**config.mk**
```make
export PLATFORM = sky130hd
export DESIGN_NAME = exception_unit
export DESIGN_NICKNAME = d
export VERILOG_FILES = /design/src/rtl/exception_unit.sv
export SDC_FILE = /design/constraint.sdc
export NUM_CORES = 1
export LEC_CHECK = 0
export ABC_AREA = 1
export CAP_MARGIN = 40
export CELL_PAD_IN_SITES_DETAIL_PLACEMENT = 1
export CELL_PAD_IN_SITES_GLOBAL_PLACEMENT = 1
export CORE_MARGIN = 10
export CORE_UTILIZATION = 32
export DETAILED_ROUTE_END_ITERATION = 8
export PLACE_DENSITY = 0.91
export SLEW_MARGIN = 15
export SYNTH_ARGS = -nofsm -noshare
export SYNTH_HDL_FRONTEND = slang
export SYNTH_SLANG_ARGS = --single-unit
```
**constraint.sdc**
```tcl
create_clock -name clk -period 2.2 [get_ports clk]
set_input_delay 0.33 -clock clk [delete_from_list [all_inputs] [get_ports clk]]
set_output_delay 0.33 -clock clk [all_outputs]
set_load 0.02 [all_outputs]
```
**src/rtl/exception_unit.sv**
```systemverilog
// ============================================================================
//  Module      : exception_unit
//  Description : Commit-point exception arbiter feeding COP0; picks one cause
//                by priority, writes COP0, flushes the pipe and redirects fetch.
//  Revision    : 1.0 - initial release
// ============================================================================
`default_nettype none

module exception_unit #(
  parameter logic [31:0] EXC_VECTOR   = 32'hBFC00380,
  parameter int unsigned FLUSH_CYCLES = 2
) (
  input  logic        clk,
  input  logic        rst,
  input  logic        cm_valid,
  input  logic        cm_stall,
  input  logic [31:0] cm_pc,
  input  logic        cm_bd,
  input  logic        cm_if_adel,
  input  logic        cm_ri,
  input  logic        cm_ov,
  input  logic        cm_syscall,
  input  logic        cm_break,
  input  logic        cm_mem_adel,
  input  logic        cm_mem_ades,
  input  logic [31:0] cm_mem_addr,
  input  logic        cm_eret,
  input  logic        cp0_allow_int,
  input  logic [7:0]  cp0_int_flag,
  input  logic [31:0] cp0_epc,
  output logic        exp_en,
  output logic        exp_badvaddr_en,
  output logic [31:0] exp_badvaddr,
  output logic        exp_bd,
  output logic [4:0]  exp_code,
  output logic [31:0] exp_epc,
  output logic        exl_clean,
  output logic        flush,
  output logic        redirect_valid,
  output logic [31:0] redirect_pc
);

  localparam int unsigned c_cnt_w = (FLUSH_CYCLES < 2) ? 1 : $clog2(FLUSH_CYCLES);
  localparam logic [c_cnt_w-1:0] c_cnt_load = c_cnt_w'(FLUSH_CYCLES - 1);

  localparam logic [4:0] c_code_int  = 5'd0;
  localparam logic [4:0] c_code_adel = 5'd4;
  localparam logic [4:0] c_code_ades = 5'd5;
  localparam logic [4:0] c_code_sys  = 5'd8;
  localparam logic [4:0] c_code_bp   = 5'd9;
  localparam logic [4:0] c_code_ri   = 5'd10;
  localparam logic [4:0] c_code_ov   = 5'd12;

  typedef enum logic [0:0] {
    ST_IDLE  = 1'b0,
    ST_FLUSH = 1'b1
  } state_t;

  state_t             r_state;
  logic [c_cnt_w-1:0] r_flush_cnt;
  logic [4:0]         r_last_code;
  logic               r_last_bd;

  logic        w_int_req;
  logic        w_sample;
  logic        w_exc;
  logic [4:0]  w_code;
  logic        w_bven;
  logic [31:0] w_badv;
  logic [31:0] w_epc;
  logic        w_take_exc;
  logic        w_take_eret;

  assign w_int_req   = cp0_allow_int & (|cp0_int_flag);
  assign w_sample    = (r_state == ST_IDLE) & cm_valid & ~cm_stall;
  assign w_epc       = cm_bd ? (cm_pc - 32'd4) : cm_pc;
  assign w_take_exc  = w_sample & w_exc;
  assign w_take_eret = w_sample & ~w_exc & cm_eret;

  // Priority chain: the first matching cause wins; ERET only if none match.
  always_comb begin
    w_exc  = 1'b1;
    w_code = c_code_int;
    w_bven = 1'b0;
    w_badv = cm_pc;
    if (w_int_req) begin
      w_code = c_code_int;
    end else if (cm_if_adel) begin
      w_code = c_code_adel;
      w_bven = 1'b1;
      w_badv = cm_pc;
    end else if (cm_ri) begin
      w_code = c_code_ri;
    end else if (cm_ov) begin
      w_code = c_code_ov;
    end else if (cm_syscall) begin
      w_code = c_code_sys;
    end else if (cm_break) begin
      w_code = c_code_bp;
    end else if (cm_mem_adel) begin
      w_code = c_code_adel;
      w_bven = 1'b1;
      w_badv = cm_mem_addr;
    end else if (cm_mem_ades) begin
      w_code = c_code_ades;
      w_bven = 1'b1;
      w_badv = cm_mem_addr;
    end else begin
      w_exc  = 1'b0;
    end
  end

  always_ff @(posedge clk) begin
    if (rst) begin
      r_state         <= ST_IDLE;
      r_flush_cnt     <= '0;
      r_last_code     <= '0;
      r_last_bd       <= 1'b0;
      exp_en          <= 1'b0;
      exp_badvaddr_en <= 1'b0;
      exp_badvaddr    <= '0;
      exp_bd          <= 1'b0;
      exp_code        <= '0;
      exp_epc         <= '0;
      exl_clean       <= 1'b0;
      flush           <= 1'b0;
      redirect_valid  <= 1'b0;
      redirect_pc     <= '0;
    end else begin
      exp_en          <= 1'b0;
      exp_badvaddr_en <= 1'b0;
      redirect_valid  <= 1'b0;
      case (r_state)
        ST_IDLE: begin
          if (w_take_exc) begin
            exp_en          <= 1'b1;
            exp_badvaddr_en <= w_bven;
            if (w_bven) exp_badvaddr <= w_badv;
            exp_bd          <= cm_bd;
            exp_code        <= w_code;
            exp_epc         <= w_epc;
            exl_clean       <= 1'b0;
            redirect_valid  <= 1'b1;
            redirect_pc     <= EXC_VECTOR;
            r_last_code     <= w_code;
            r_last_bd       <= cm_bd;
            flush           <= 1'b1;
            r_flush_cnt     <= c_cnt_load;
            r_state         <= ST_FLUSH;
          end else if (w_take_eret) begin
            // Cause is preserved across ERET, so replay the last code/BD.
            exp_en          <= 1'b1;
            exp_bd          <= r_last_bd;
            exp_code        <= r_last_code;
            exp_epc         <= cp0_epc;
            exl_clean       <= 1'b1;
            redirect_valid  <= 1'b1;
            redirect_pc     <= cp0_epc;
            flush           <= 1'b1;
            r_flush_cnt     <= c_cnt_load;
            r_state         <= ST_FLUSH;
          end
        end
        ST_FLUSH: begin
          if (r_flush_cnt == '0) begin
            flush   <= 1'b0;
            r_state <= ST_IDLE;
          end else begin
            r_flush_cnt <= r_flush_cnt - 1'b1;
          end
        end
        default: begin
          flush   <= 1'b0;
          r_state <= ST_IDLE;
        end
      endcase
    end
  end

endmodule

`default_nettype wire

```
==> qor.csv <==
stage,metric,value,unit
placement,numPortBuffers,223,
worst_hold_path,hp-class,primary input to flop,
placement,dp_cells,1373,
clock_network,cts_buffers,9,
synth,synth_ff_type,dfxtp_1,
detailed_routing,drt_wl_total,23.6,mm
sta,hold_viol_final,0,
floorplanning,dieArea,23800,sq um
layout,drive_gt1_share,6.29,%
clock_network,clkSinkCount,112,
synth,synth_area,5780,sq um
synth,synth_edf_count,0,
grt,grt_usage,19.1,%
floorplanning,die_x,154,um
clock_network,clk_latency,370,ps
pwr,irDropWorstVdd,0.379,mV
synth,yosys_warnings,0,
setup_path,cp_max_fo,5,
detailed_routing,dr.pass1.iters,4,
flow_run,drv_cap,0,
sta,min_period,1940,ps
layout,finish.net_count,1274,
detailed_routing,avgViaCountPerCell,4.69,
setup_path,rr_startpoint,r_state,
setup_path,worstPathRequired,2470,ps
pwr,clkPwrFrac,36.0,%
sta,fmax,515,MHz
pwr,swShare,29.8,%
sta,relSlewSlack,61.9,%
detailed_routing,wl_per_cell,17.0,um
sta,grt_setup_unrepaired,false,
clock_network,cts_hold_buf,0,
detailed_routing,ant_nets,0,
outcome,status,completed,
pwr,powerDensity,579,nW/um^2
sta,tightest_slew,572,ps
pwr,p_leak,0.00395,uW
floorplanning,start_util,32.4,%
floorplanning,die_h,154,um
synth,synth_top_area_share,38.8,%
clock_network,clockBufferDepth,2,
layout,area_growth_syn_to_layout,50.2,%
sta,hold_ws,302,ps
floorplanning,ioPinCount,225,
synth,postSynthCellCount,927,
detailed_routing,vias,6514,
setup_path,cp.arrival,2210,ps
setup_path,cp-end-kind,flop,
clock_network,ctsResizeCount,0,
synth,ys_seq_area_share,38.8,%
sta,finalClockSkew,5.74,ps
synth,synth_seq_cells,112,
synth,syn_nets,1046,
pwr,p_sw,1490,uW
synth,avgSynthCellArea,6.23,sq um
sta,period_share,88.2,%
clock_network,postCtsSetupRepairBufs,0,
synth,ys_async_sr_fraction,0,%
setup_path,critPathKind,primary input to flop,
grt,antenna_found_initial,1,
synth,synth.area.top_cells,"dfxtp_1 (39%), nand2_1 (19%), nor2_1 (9.9%), inv_1 (8.2%), o21ai_0 (5.8%)",
placement,gp_congestion,0.856,
grt,grt_first_pass_wirelength,37.0,mm
clock_network,htreeDepth,3,
sta,setup_viol,0,
layout,stdcell_count,1390,
detailed_routing,drt_first_iter_violations,305,
pwr,p_int,3530,uW
clock_network,cts_tree,done,
grt,grt_pass1_vias,6816,
grt,grt_max_degree,65,
detailed_routing,drcViolationCount,0,
synth,synth_common_cells,"nand2_1 (286), nor2_1 (152), inv_1 (126)",
synth,yosysTopAreaCell,dfxtp_1,
setup_path,crit_start,cm_bd,
pwr,p_seq_share,43.2,%
clock_network,path_clk_slew,80,ps
sta,slew_violations,0,
floorplanning,core_area,17800,sq um
worst_hold_path,holdCritStartpoint,rst,
grt,gr-total-overflow,0,
placement,hpwl,18.8,mm
clock_network,cts-root-buf,clkbuf_16,
floorplanning,rows,49,
pwr,comb_power_share,20.8,%
synth,synth_most_common_cell,nand2_1,
synth,synth.distinct_cells,30,
setup_path,cp-start-kind,primary input,
[power groups by stage]
stage,sequential (uW),clock [uW],combinational [uW]
2_1_floorplan,2320,0,370
3_3_place_gp,2210,0,1020
3_5_place_dp,2220,0,1040
4_1_cts,2170,1840,1050
5_1_grt,2180,1910,1140
6_report,2170,1810,1050
[metrics by stage]
stage	cell area (sq um)	TNS, ps	util, %	power [uW]	worst slack [ps]
after floorplan	5780	0	-	2690	668
after global placement	8360	0	46.9	3230	5.27
after detailed placement	8360	-106	46.9	3260	-27.2
after CTS	8670	0	48.6	5060	288
after global routing	8680	0	48.6	5240	79.6
final	8680	0	48.6	5020	260
[routing by layer]
metal | up-vias | track usage (%) | part of all wire, %
met4 | 0 | 6.52 | 2.3
met2 | 159 | 31.9 | 48
met5 | - | 0 | 0
li1 | 3275 | - | -
met3 | 33 | 5.57 | 6.7
met1 | 3047 | 23.0 | 43
[cell families (layout without fill, tap and decap cells)]
group / Yosys count / count (layout) / synth area share (%)
adder cells (fa/ha/maj): 1 / 1 / 0.217
other: 1 / 2 / 0.0649
XOR/XNOR: 10 / 10 / 1.52
buffers and inverters: 174 / 407 / 13.0
AND/OR/NAND/NOR: 495 / 495 / 34.4
AO/OA/AOI/OAI: 134 / 134 / 12.0
flip-flops: 112 / 112 / 38.8
[flip-flops by register name, indices dropped and copies added, names as in the netlist]
name             flops
exl_clean            1
exp_badvaddr        32
exp_badvaddr_en      1
exp_bd               1
exp_code             4
exp_epc             32
flush                1
r_flush_cnt          1
r_last_bd            1
r_last_code          4
r_state              1
redirect_pc         32
redirect_valid       1
[worst max-delay path, cell delays in order]
cell and delay (ps):
clkdlybuf4s50_1 540, inv_1 90, nor2_1 160, nand2_1 140
nor2_4 200, nand2_1 100, inv_1 100, nor2_1 40
o21ai_0 230, nand3_1 130, nand2_1 90, inv_1 50
[cells in the final DEF, fill, tap and decap left out]
| cell | count |
|---|---|
| xnor2_1 | 5 |
| ha_1 | 1 |
| nand3b_1 | 1 |
| xor2_1 | 5 |
| a21oi_1 | 58 |
| nand2_4 | 3 |
| inv_1 | 125 |
| or2_2 | 2 |
| inv_8 | 1 |
| nor2_1 | 152 |
| o31ai_1 | 1 |
| nand3_2 | 1 |
| clkinv_4 | 1 |
| buf_4 | 33 |
| bufinv_16 | 1 |
| conb_1 | 1 |
| nand4_1 | 5 |
| nand2_1 | 286 |
| diode_2 | 1 |
| clkinv_2 | 1 |
| nand3_1 | 37 |
| nand4_2 | 1 |
| o21ai_0 | 67 |
| buf_2 | 1 |
| o21bai_1 | 5 |
| inv_6 | 2 |
| clkinv_8 | 1 |
| inv_4 | 1 |
| clkbuf_16 | 9 |
| o21a_1 | 3 |
| clkdlybuf4s50_1 | 222 |
| nor2_4 | 1 |
| inv_2 | 5 |
| dfxtp_1 | 112 |
| nor2_2 | 4 |
| or2_1 | 1 |
| nand2_2 | 1 |
| buf_12 | 4 |
[path summary, 6_finish.rpt]
| path | to | slack [ps] | cells past startpoint |
|---|---|---|---|
| hold reg to reg | redirect_pc[20] | 470 | 2 |
| setup / recovery | exp_epc[11] | 260 | 12 |
| hold / removal | exp_epc[12] | 300 | 4 |
| setup reg to reg | exp_epc[5] | 650 | 10 |
[final cells by class]
class                   count  area [sq um]
diodes                      1          2.50
repair buffers            260          2550
flip-flops and latches    112          2240
inverters                 131           494
multi-input cells         641          2780
clock buffers               9           225
well taps                 229           287
fillers                  2325          9160
clock inverters             7          88.8
Power figures use the tool's default switching activity.
